===== config.mk =====
export PLATFORM = sky130hd
export DESIGN_NAME = gfx_frame_writer_flat
export DESIGN_NICKNAME = d
export VERILOG_FILES = /design/src/rtl/gfx_frame_writer_if.sv /design/src/rtl/gfx_frame_writer.sv /design/src/flat_wrapper.sv
export SDC_FILE = /design/constraint.sdc
export NUM_CORES = 1
export LEC_CHECK = 0
export ABC_AREA = 1
export CAP_MARGIN = 20
export CORE_UTILIZATION = 40
export CTS_BUF_LIST = sky130_fd_sc_hd__clkbuf_16
export DETAILED_ROUTE_END_ITERATION = 12
export GPL_ROUTABILITY_DRIVEN = 0
export PLACE_DENSITY_LB_ADDON = 0.3
export REMOVE_ABC_BUFFERS = 1
export SYNTH_ARGS = -nofsm -noshare
export SYNTH_HDL_FRONTEND = slang
export SYNTH_SLANG_ARGS = --single-unit

===== constraint.sdc =====
create_clock -name i_clk -period 2.09 [get_ports i_clk]
set_input_delay 0.627 -clock i_clk [delete_from_list [all_inputs] [get_ports i_clk]]
set_output_delay 0.627 -clock i_clk [all_outputs]
set_load 0.03 [all_outputs]

===== src/rtl/gfx_frame_writer_if.sv =====
// Host-side shadow-register and graphics-ASIC bus signals of the frame writer.
// master = the frame writer itself; slave = host logic plus the graphics ASIC.
interface gfx_frame_writer_if #(
    parameter int unsigned ADDR_W = 4,
    parameter int unsigned DATA_W = 16
);
    logic              host_we;
    logic [ADDR_W-1:0] host_addr;
    logic [DATA_W-1:0] host_wdata;
    logic [DATA_W-1:0] host_rdata;
    logic              force_all;
    logic              vsync;
    logic              chipselect;
    logic              read;
    logic [DATA_W-1:0] databus;
    logic [ADDR_W-1:0] data_address;
    logic              busy;
    logic              flush_done;

    modport master (
        input  host_we, host_addr, host_wdata, force_all, vsync,
        output host_rdata, chipselect, read, databus, data_address, busy, flush_done
    );

    modport slave (
        output host_we, host_addr, host_wdata, force_all, vsync,
        input  host_rdata, chipselect, read, databus, data_address, busy, flush_done
    );
endinterface


===== src/rtl/gfx_frame_writer.sv =====
// Shadow register file that streams dirty entries to the graphics ASIC once per frame,
// starting on the falling edge of vsync, so register updates never tear mid-frame.
module gfx_frame_writer #(
    parameter int unsigned NUM_REGS = 16,
    parameter int unsigned ADDR_W   = 4,
    parameter int unsigned DATA_W   = 16
) (
    input  logic               i_clk,
    input  logic               i_rst_n,
    gfx_frame_writer_if.master io_bus
);
    typedef enum logic [1:0] {StIdle, StScan, StWrite, StGap} state_e;

    localparam logic [ADDR_W-1:0] LastIdx = ADDR_W'(NUM_REGS - 1);

    state_e              r_state, w_state_d;
    logic [ADDR_W-1:0]   r_idx, w_idx_d;
    logic [DATA_W-1:0]   r_shadow [NUM_REGS];
    logic [NUM_REGS-1:0] r_dirty, w_dirty_d;
    logic                r_vsync_q;
    logic                w_trigger, w_latch, w_clear, w_done_d;
    logic                r_cs, r_busy, r_done;
    logic [DATA_W-1:0]   r_databus, r_rdata;
    logic [ADDR_W-1:0]   r_addr;

    assign w_trigger = r_vsync_q & ~io_bus.vsync;

    always_comb begin
        w_state_d = r_state;
        w_idx_d   = r_idx;
        w_latch   = 1'b0;
        w_clear   = 1'b0;
        w_done_d  = 1'b0;
        unique case (r_state)
            StIdle: begin
                if (w_trigger) begin
                    w_state_d = StScan;
                    w_idx_d   = '0;
                end
            end
            StScan: begin
                if (r_dirty[r_idx]) begin
                    w_state_d = StWrite;
                    w_latch   = 1'b1;
                end else if (r_idx == LastIdx) begin
                    w_state_d = StIdle;
                    w_done_d  = 1'b1;
                end else begin
                    w_idx_d = r_idx + 1'b1;
                end
            end
            StWrite: begin
                w_clear   = 1'b1;
                w_state_d = StGap;
            end
            StGap: begin
                if (r_idx == LastIdx) begin
                    w_state_d = StIdle;
                    w_done_d  = 1'b1;
                end else begin
                    w_idx_d   = r_idx + 1'b1;
                    w_state_d = StScan;
                end
            end
            default: w_state_d = StIdle;
        endcase
    end

    // Later assignments win: a host write or force_all re-dirties an entry being cleared.
    always_comb begin
        w_dirty_d = r_dirty;
        if (w_clear) begin
            w_dirty_d[r_idx] = 1'b0;
        end
        if (io_bus.host_we) begin
            w_dirty_d[io_bus.host_addr] = 1'b1;
        end
        if (io_bus.force_all) begin
            w_dirty_d = '1;
        end
    end

    always_ff @(posedge i_clk or negedge i_rst_n) begin
        if (!i_rst_n) begin
            r_state   <= StIdle;
            r_idx     <= '0;
            r_dirty   <= '0;
            r_vsync_q <= 1'b1;
            r_cs      <= 1'b0;
            r_busy    <= 1'b0;
            r_done    <= 1'b0;
            r_databus <= '0;
            r_addr    <= '0;
            r_rdata   <= '0;
            for (int i = 0; i < NUM_REGS; i++) begin
                r_shadow[i] <= '0;
            end
        end else begin
            r_state   <= w_state_d;
            r_idx     <= w_idx_d;
            r_dirty   <= w_dirty_d;
            r_vsync_q <= io_bus.vsync;
            r_cs      <= (w_state_d == StWrite);
            r_busy    <= (w_state_d != StIdle);
            r_done    <= w_done_d;
            r_rdata   <= r_shadow[io_bus.host_addr];
            if (io_bus.host_we) begin
                r_shadow[io_bus.host_addr] <= io_bus.host_wdata;
            end
            // Bus data/address only move when a transfer is set up; they hold otherwise.
            if (w_latch) begin
                r_databus <= r_shadow[r_idx];
                r_addr    <= r_idx;
            end
        end
    end

    assign io_bus.chipselect   = r_cs;
    assign io_bus.read         = 1'b0;
    assign io_bus.databus      = r_databus;
    assign io_bus.data_address = r_addr;
    assign io_bus.busy         = r_busy;
    assign io_bus.flush_done   = r_done;
    assign io_bus.host_rdata   = r_rdata;
endmodule


===== src/flat_wrapper.sv =====
// flat-port wrapper written by rule: the top's interface ports become plain ports
module gfx_frame_writer_flat 
#(
    parameter int unsigned NUM_REGS = 16,
    parameter int unsigned ADDR_W   = 4,
    parameter int unsigned DATA_W   = 16
)
  (i_clk, i_rst_n, io_bus_host_we, io_bus_host_addr, io_bus_host_wdata, io_bus_force_all, io_bus_vsync, io_bus_host_rdata, io_bus_chipselect, io_bus_read, io_bus_databus, io_bus_data_address, io_bus_busy, io_bus_flush_done);
  gfx_frame_writer_if #(.ADDR_W(ADDR_W), .DATA_W(DATA_W)) io_bus_i ();
  input  logic i_clk;
  input  logic i_rst_n;
  input wire logic [$bits(io_bus_i.host_we)-1:0] io_bus_host_we;
  input wire logic [$bits(io_bus_i.host_addr)-1:0] io_bus_host_addr;
  input wire logic [$bits(io_bus_i.host_wdata)-1:0] io_bus_host_wdata;
  input wire logic [$bits(io_bus_i.force_all)-1:0] io_bus_force_all;
  input wire logic [$bits(io_bus_i.vsync)-1:0] io_bus_vsync;
  output wire logic [$bits(io_bus_i.host_rdata)-1:0] io_bus_host_rdata;
  output wire logic [$bits(io_bus_i.chipselect)-1:0] io_bus_chipselect;
  output wire logic [$bits(io_bus_i.read)-1:0] io_bus_read;
  output wire logic [$bits(io_bus_i.databus)-1:0] io_bus_databus;
  output wire logic [$bits(io_bus_i.data_address)-1:0] io_bus_data_address;
  output wire logic [$bits(io_bus_i.busy)-1:0] io_bus_busy;
  output wire logic [$bits(io_bus_i.flush_done)-1:0] io_bus_flush_done;
  assign io_bus_i.host_we = io_bus_host_we;
  assign io_bus_i.host_addr = io_bus_host_addr;
  assign io_bus_i.host_wdata = io_bus_host_wdata;
  assign io_bus_i.force_all = io_bus_force_all;
  assign io_bus_i.vsync = io_bus_vsync;
  assign io_bus_host_rdata = io_bus_i.host_rdata;
  assign io_bus_chipselect = io_bus_i.chipselect;
  assign io_bus_read = io_bus_i.read;
  assign io_bus_databus = io_bus_i.databus;
  assign io_bus_data_address = io_bus_i.data_address;
  assign io_bus_busy = io_bus_i.busy;
  assign io_bus_flush_done = io_bus_i.flush_done;
  gfx_frame_writer #(.NUM_REGS(NUM_REGS), .ADDR_W(ADDR_W), .DATA_W(DATA_W)) u_core (.i_clk(i_clk), .i_rst_n(i_rst_n), .io_bus(io_bus_i));
endmodule

==> impl_metrics.env <==
export IMPL_status="finished clean"
export IMPL_ys_flop_type="dfrtp_1"
export IMPL_synth_edff_count=0
export IMPL_grt_pass1_wl_um=83850
export IMPL_grt_usage_pct=26.68
export IMPL_cts_root_buffer="clkbuf_16"
export IMPL_yosysSeqAreaShare_pct=50.09
export IMPL_row_count=72
export IMPL_drc_errors=0
export IMPL_h_tree_depth=2
export IMPL_crit_buf_inv=1
export IMPL_total_power_uw=22230
export IMPL_maxCapViolations=0
export IMPL_core_area_mm2=0.03892
export IMPL_final_setup_viol_count=0
export IMPL_netlist_area_mm2=0.01589
export IMPL_vias_per_cell=5.574
export IMPL_met2WireLength_um=24090
export IMPL_area_delta_synth_final_pct=19.05
export IMPL_ios=65
export IMPL_clock_sinks=318
export IMPL_final_nets=2199
export IMPL_p_int_uw=13670
export IMPL_avgSynthCellArea_um2=7.581
export IMPL_wl_met3_um=5099
export IMPL_dpl_hpwl_um=34700
export IMPL_final_util_pct=48.61
export IMPL_critPathCaptureType="primary output"
export IMPL_cp_top_family="buffers and inverters"
export IMPL_worstPathRequired_ps=1460
export IMPL_crit_chain="dlygate4sd2_1"
export IMPL_met1Wirelength_um=22520
export IMPL_overflow=0
export IMPL_first_pass_iters=6
export IMPL_initial_utilization_pct=40.83
export IMPL_slowest_stage="dlygate4sd2_1"
export IMPL_max_slew_margin_pct=62.60
export IMPL_grt_max_degree=73
export IMPL_grt_pass1_vias=14480
export IMPL_cts_tree="yes"
export IMPL_multi_input_area_mm2=0.006610
export IMPL_layout_min_cycle_time_ps=2025
export IMPL_drtAntennaViolNets=0
export IMPL_power_density_mw_per_mm2=1175
export IMPL_drt_iter0_drc=1804
export IMPL_antenna_found_initial=0
export IMPL_numCtsBuffers=37
export IMPL_p_switching_uw=8565
export IMPL_clkLatencyLatePin_ps=550
export IMPL_sw_frac_of_total_pct=38.52
export IMPL_cp_max_fo=1
export IMPL_async_reset_ff_share_pct=100.0
export IMPL_clk_pin_slew_worst_paths_ps=60
export IMPL_critPathLaunchType="register"
export IMPL_die_w_um=201.3
export IMPL_power_share_clock_pct=27.4
export IMPL_finalMaxSlewViolations=0
export IMPL_r2r_slack_ps=170
export IMPL_cts_path_max_buffers=3
export IMPL_holdCritPathClass="reg2reg"
export IMPL_routed_wire_length_per_instance_um=19.86
export IMPL_ys_types=29
export IMPL_final_layout_size_suffix_gt1_share_pct=9.335
export IMPL_ir_drop_mv=0.6346
export IMPL_p_leak_uw=0.008757
export IMPL_period_share_pct=96.91
export IMPL_route_vias_total=15130
export IMPL_port_buffers=63
export IMPL_fillers=3782
export IMPL_netlist_instances=2096
export IMPL_rsz0062_at_grt="no"
export IMPL_top_layer="met4"
export IMPL_comb_power_share_pct=35.2
export IMPL_seqPwrFrac_pct=37.4
export IMPL_yosysWarnings=0
export IMPL_final_hold_viol_count=0
export IMPL_synth_seq_cells=318
export IMPL_num_antenna_cells=0
export IMPL_critPathKind="reg2out"
export IMPL_tightest_slew_ps=561.0
export IMPL_finClkSkew_ps=10.94
export IMPL_dieArea_mm2=0.04053
export IMPL_timing_critical_path_slowest_cell_delay_ps=430
export IMPL_seq_area_mm2=0.007964
export IMPL_drt_total_wl_um=53890
export IMPL_crit_arrival_ps=1400
export IMPL_die_h_um=201.3
export IMPL_fmax_mhz=493.7
==> cell usage after synthesis, types with 2 or more instances <==
master / instances / area [um2]
buf_4: 4 / 30.03
buf_2: 29 / 145.1
a21oi_1: 145 / 725.7
inv_1: 180 / 675.7
nor2_1: 30 / 112.6
o21ai_1: 11 / 55.05
dfrtp_1: 317 / 7933
o31ai_1: 2 / 15.01
buf_1: 8 / 30.03
or3_1: 2 / 12.51
nand4_1: 20 / 125.1
nand2_1: 514 / 1929
a31oi_1: 2 / 12.51
ha_1: 4 / 50.05
clkbuf_1: 118 / 442.9
nand3_1: 99 / 495.5
inv_2: 5 / 18.77
o21ai_0: 595 / 2978
==> timing repair <==
item	in CTS	in global routing
setup buffers	0	2
pin swaps	0	1
hold buffers	1	0
cloned	0	1
resized for setup	39	5
hold endpoints to repair	24	0
setup endpoints to repair	39	10
==> final cells by class <==
class                      count  share of cell area, %
clock inverter                26                 0.7407
multi-input combinational   1432                  34.94
tap                          518                  3.426
clock buffer                  39                  5.159
sequential                   318                  42.10
inverter                     185                  3.710
timing repair buffer         196                  9.927
==> per-stage QoR <==
stage | std cells | instance area [um2] | setup WS, ps | hold WS (ps) | TNS, ps
final | 2714 | 18920 | 64.63 | 470.5 | 0
after global routing | 2714 | 18920 | 10.18 | 507.6 | 0
after CTS | 2711 | 18870 | 60.83 | 477.8 | 0
after detailed placement | 2645 | 17790 | -168.0 | 467.6 | -25480
after global placement | 2645 | 17790 | -130.6 | 463.2 | -20950
after floorplan | 1935 | 15230 | -2935 | 331.4 | -302500
==> worst paths after layout <==
| path | start | to | cells after the start |
|---|---|---|---|
| setup / recovery | u_core.io_bus.host_rdata[9] | io_bus_host_rdata[9] | 1 |
| hold reg to reg | u_core.io_bus.databus[3] | u_core.io_bus.databus[3] | 2 |
| setup reg to reg | u_core.r_idx[0] | u_core.io_bus.databus[3] | 11 |
| max in group asynchronous | i_rst_n | u_core.r_shadow[83] | 3 |
| hold / removal | u_core.io_bus.databus[3] | u_core.io_bus.databus[3] | 2 |
| min in group asynchronous | i_rst_n | u_core.io_bus.flush_done | 2 |
==> power by group through the flow <==
stage	logic, uW	clock network (uW)	registers (uW)
2_1_floorplan	3860	0	8970
3_3_place_gp	7580	0	8370
3_5_place_dp	7700	0	8410
4_1_cts	7570	6190	8310
5_1_grt	8700	6480	8500
6_report	7820	6080	8330
==> flip-flops by register name, summed over array words and instances, names as in the netlist <==
signal / flops
u_core.r_shadow: 256
u_core.io_bus.databus: 16
u_core.io_bus.host_rdata: 16
u_core.r_dirty: 16
u_core.io_bus.flush_done: 1
u_core.io_bus.chipselect: 1
u_core.r_idx: 4
u_core.io_bus.busy: 1
u_core.io_bus.data_address: 4
u_core.r_vsync_q: 1
u_core.r_state: 2
==> kinds of logic after synthesis <==
kind of cell / after synthesis / synth area share, %
AO/OA/AOI/OAI: 758 / 24.02
AND/OR/NAND/NOR: 668 / 16.94
buffers and inverters: 346 / 8.551
flip-flops: 318 / 50.09
adder cells (fa/ha/maj): 4 / 0.3150
XOR/XNOR: 1 / 0.05513
other: 1 / 0.02360
==> cells in the final DEF (no fill, tap or decap), types with 2 or more instances in the layout <==
cell type	instances
buf_2	2
nand3_1	99
nor2_2	12
dlygate4sd2_1	39
inv_6	2
dfrtp_1	315
or3_1	2
nor2_1	18
nand2_1	513
buf_6	2
clkinv_2	5
o21ai_1	12
nand4_1	20
inv_1	183
a21oi_1	145
clkbuf_16	40
clkinv_1	15
ha_1	4
buf_4	107
o21ai_0	594
o31ai_1	2
a31oi_1	2
buf_12	22
inv_2	4
clkdlybuf4s50_1	21
==> layer usage <==
layer | vias up | track usage [%]
li1 | 7076 | -
met1 | 7134 | 35.96
met2 | 771 | 41.82
met3 | 147 | 5.118
met4 | 0 | 11.69
met5 | - | 0
No activity file was read; power rests on OpenSTA's default activity.
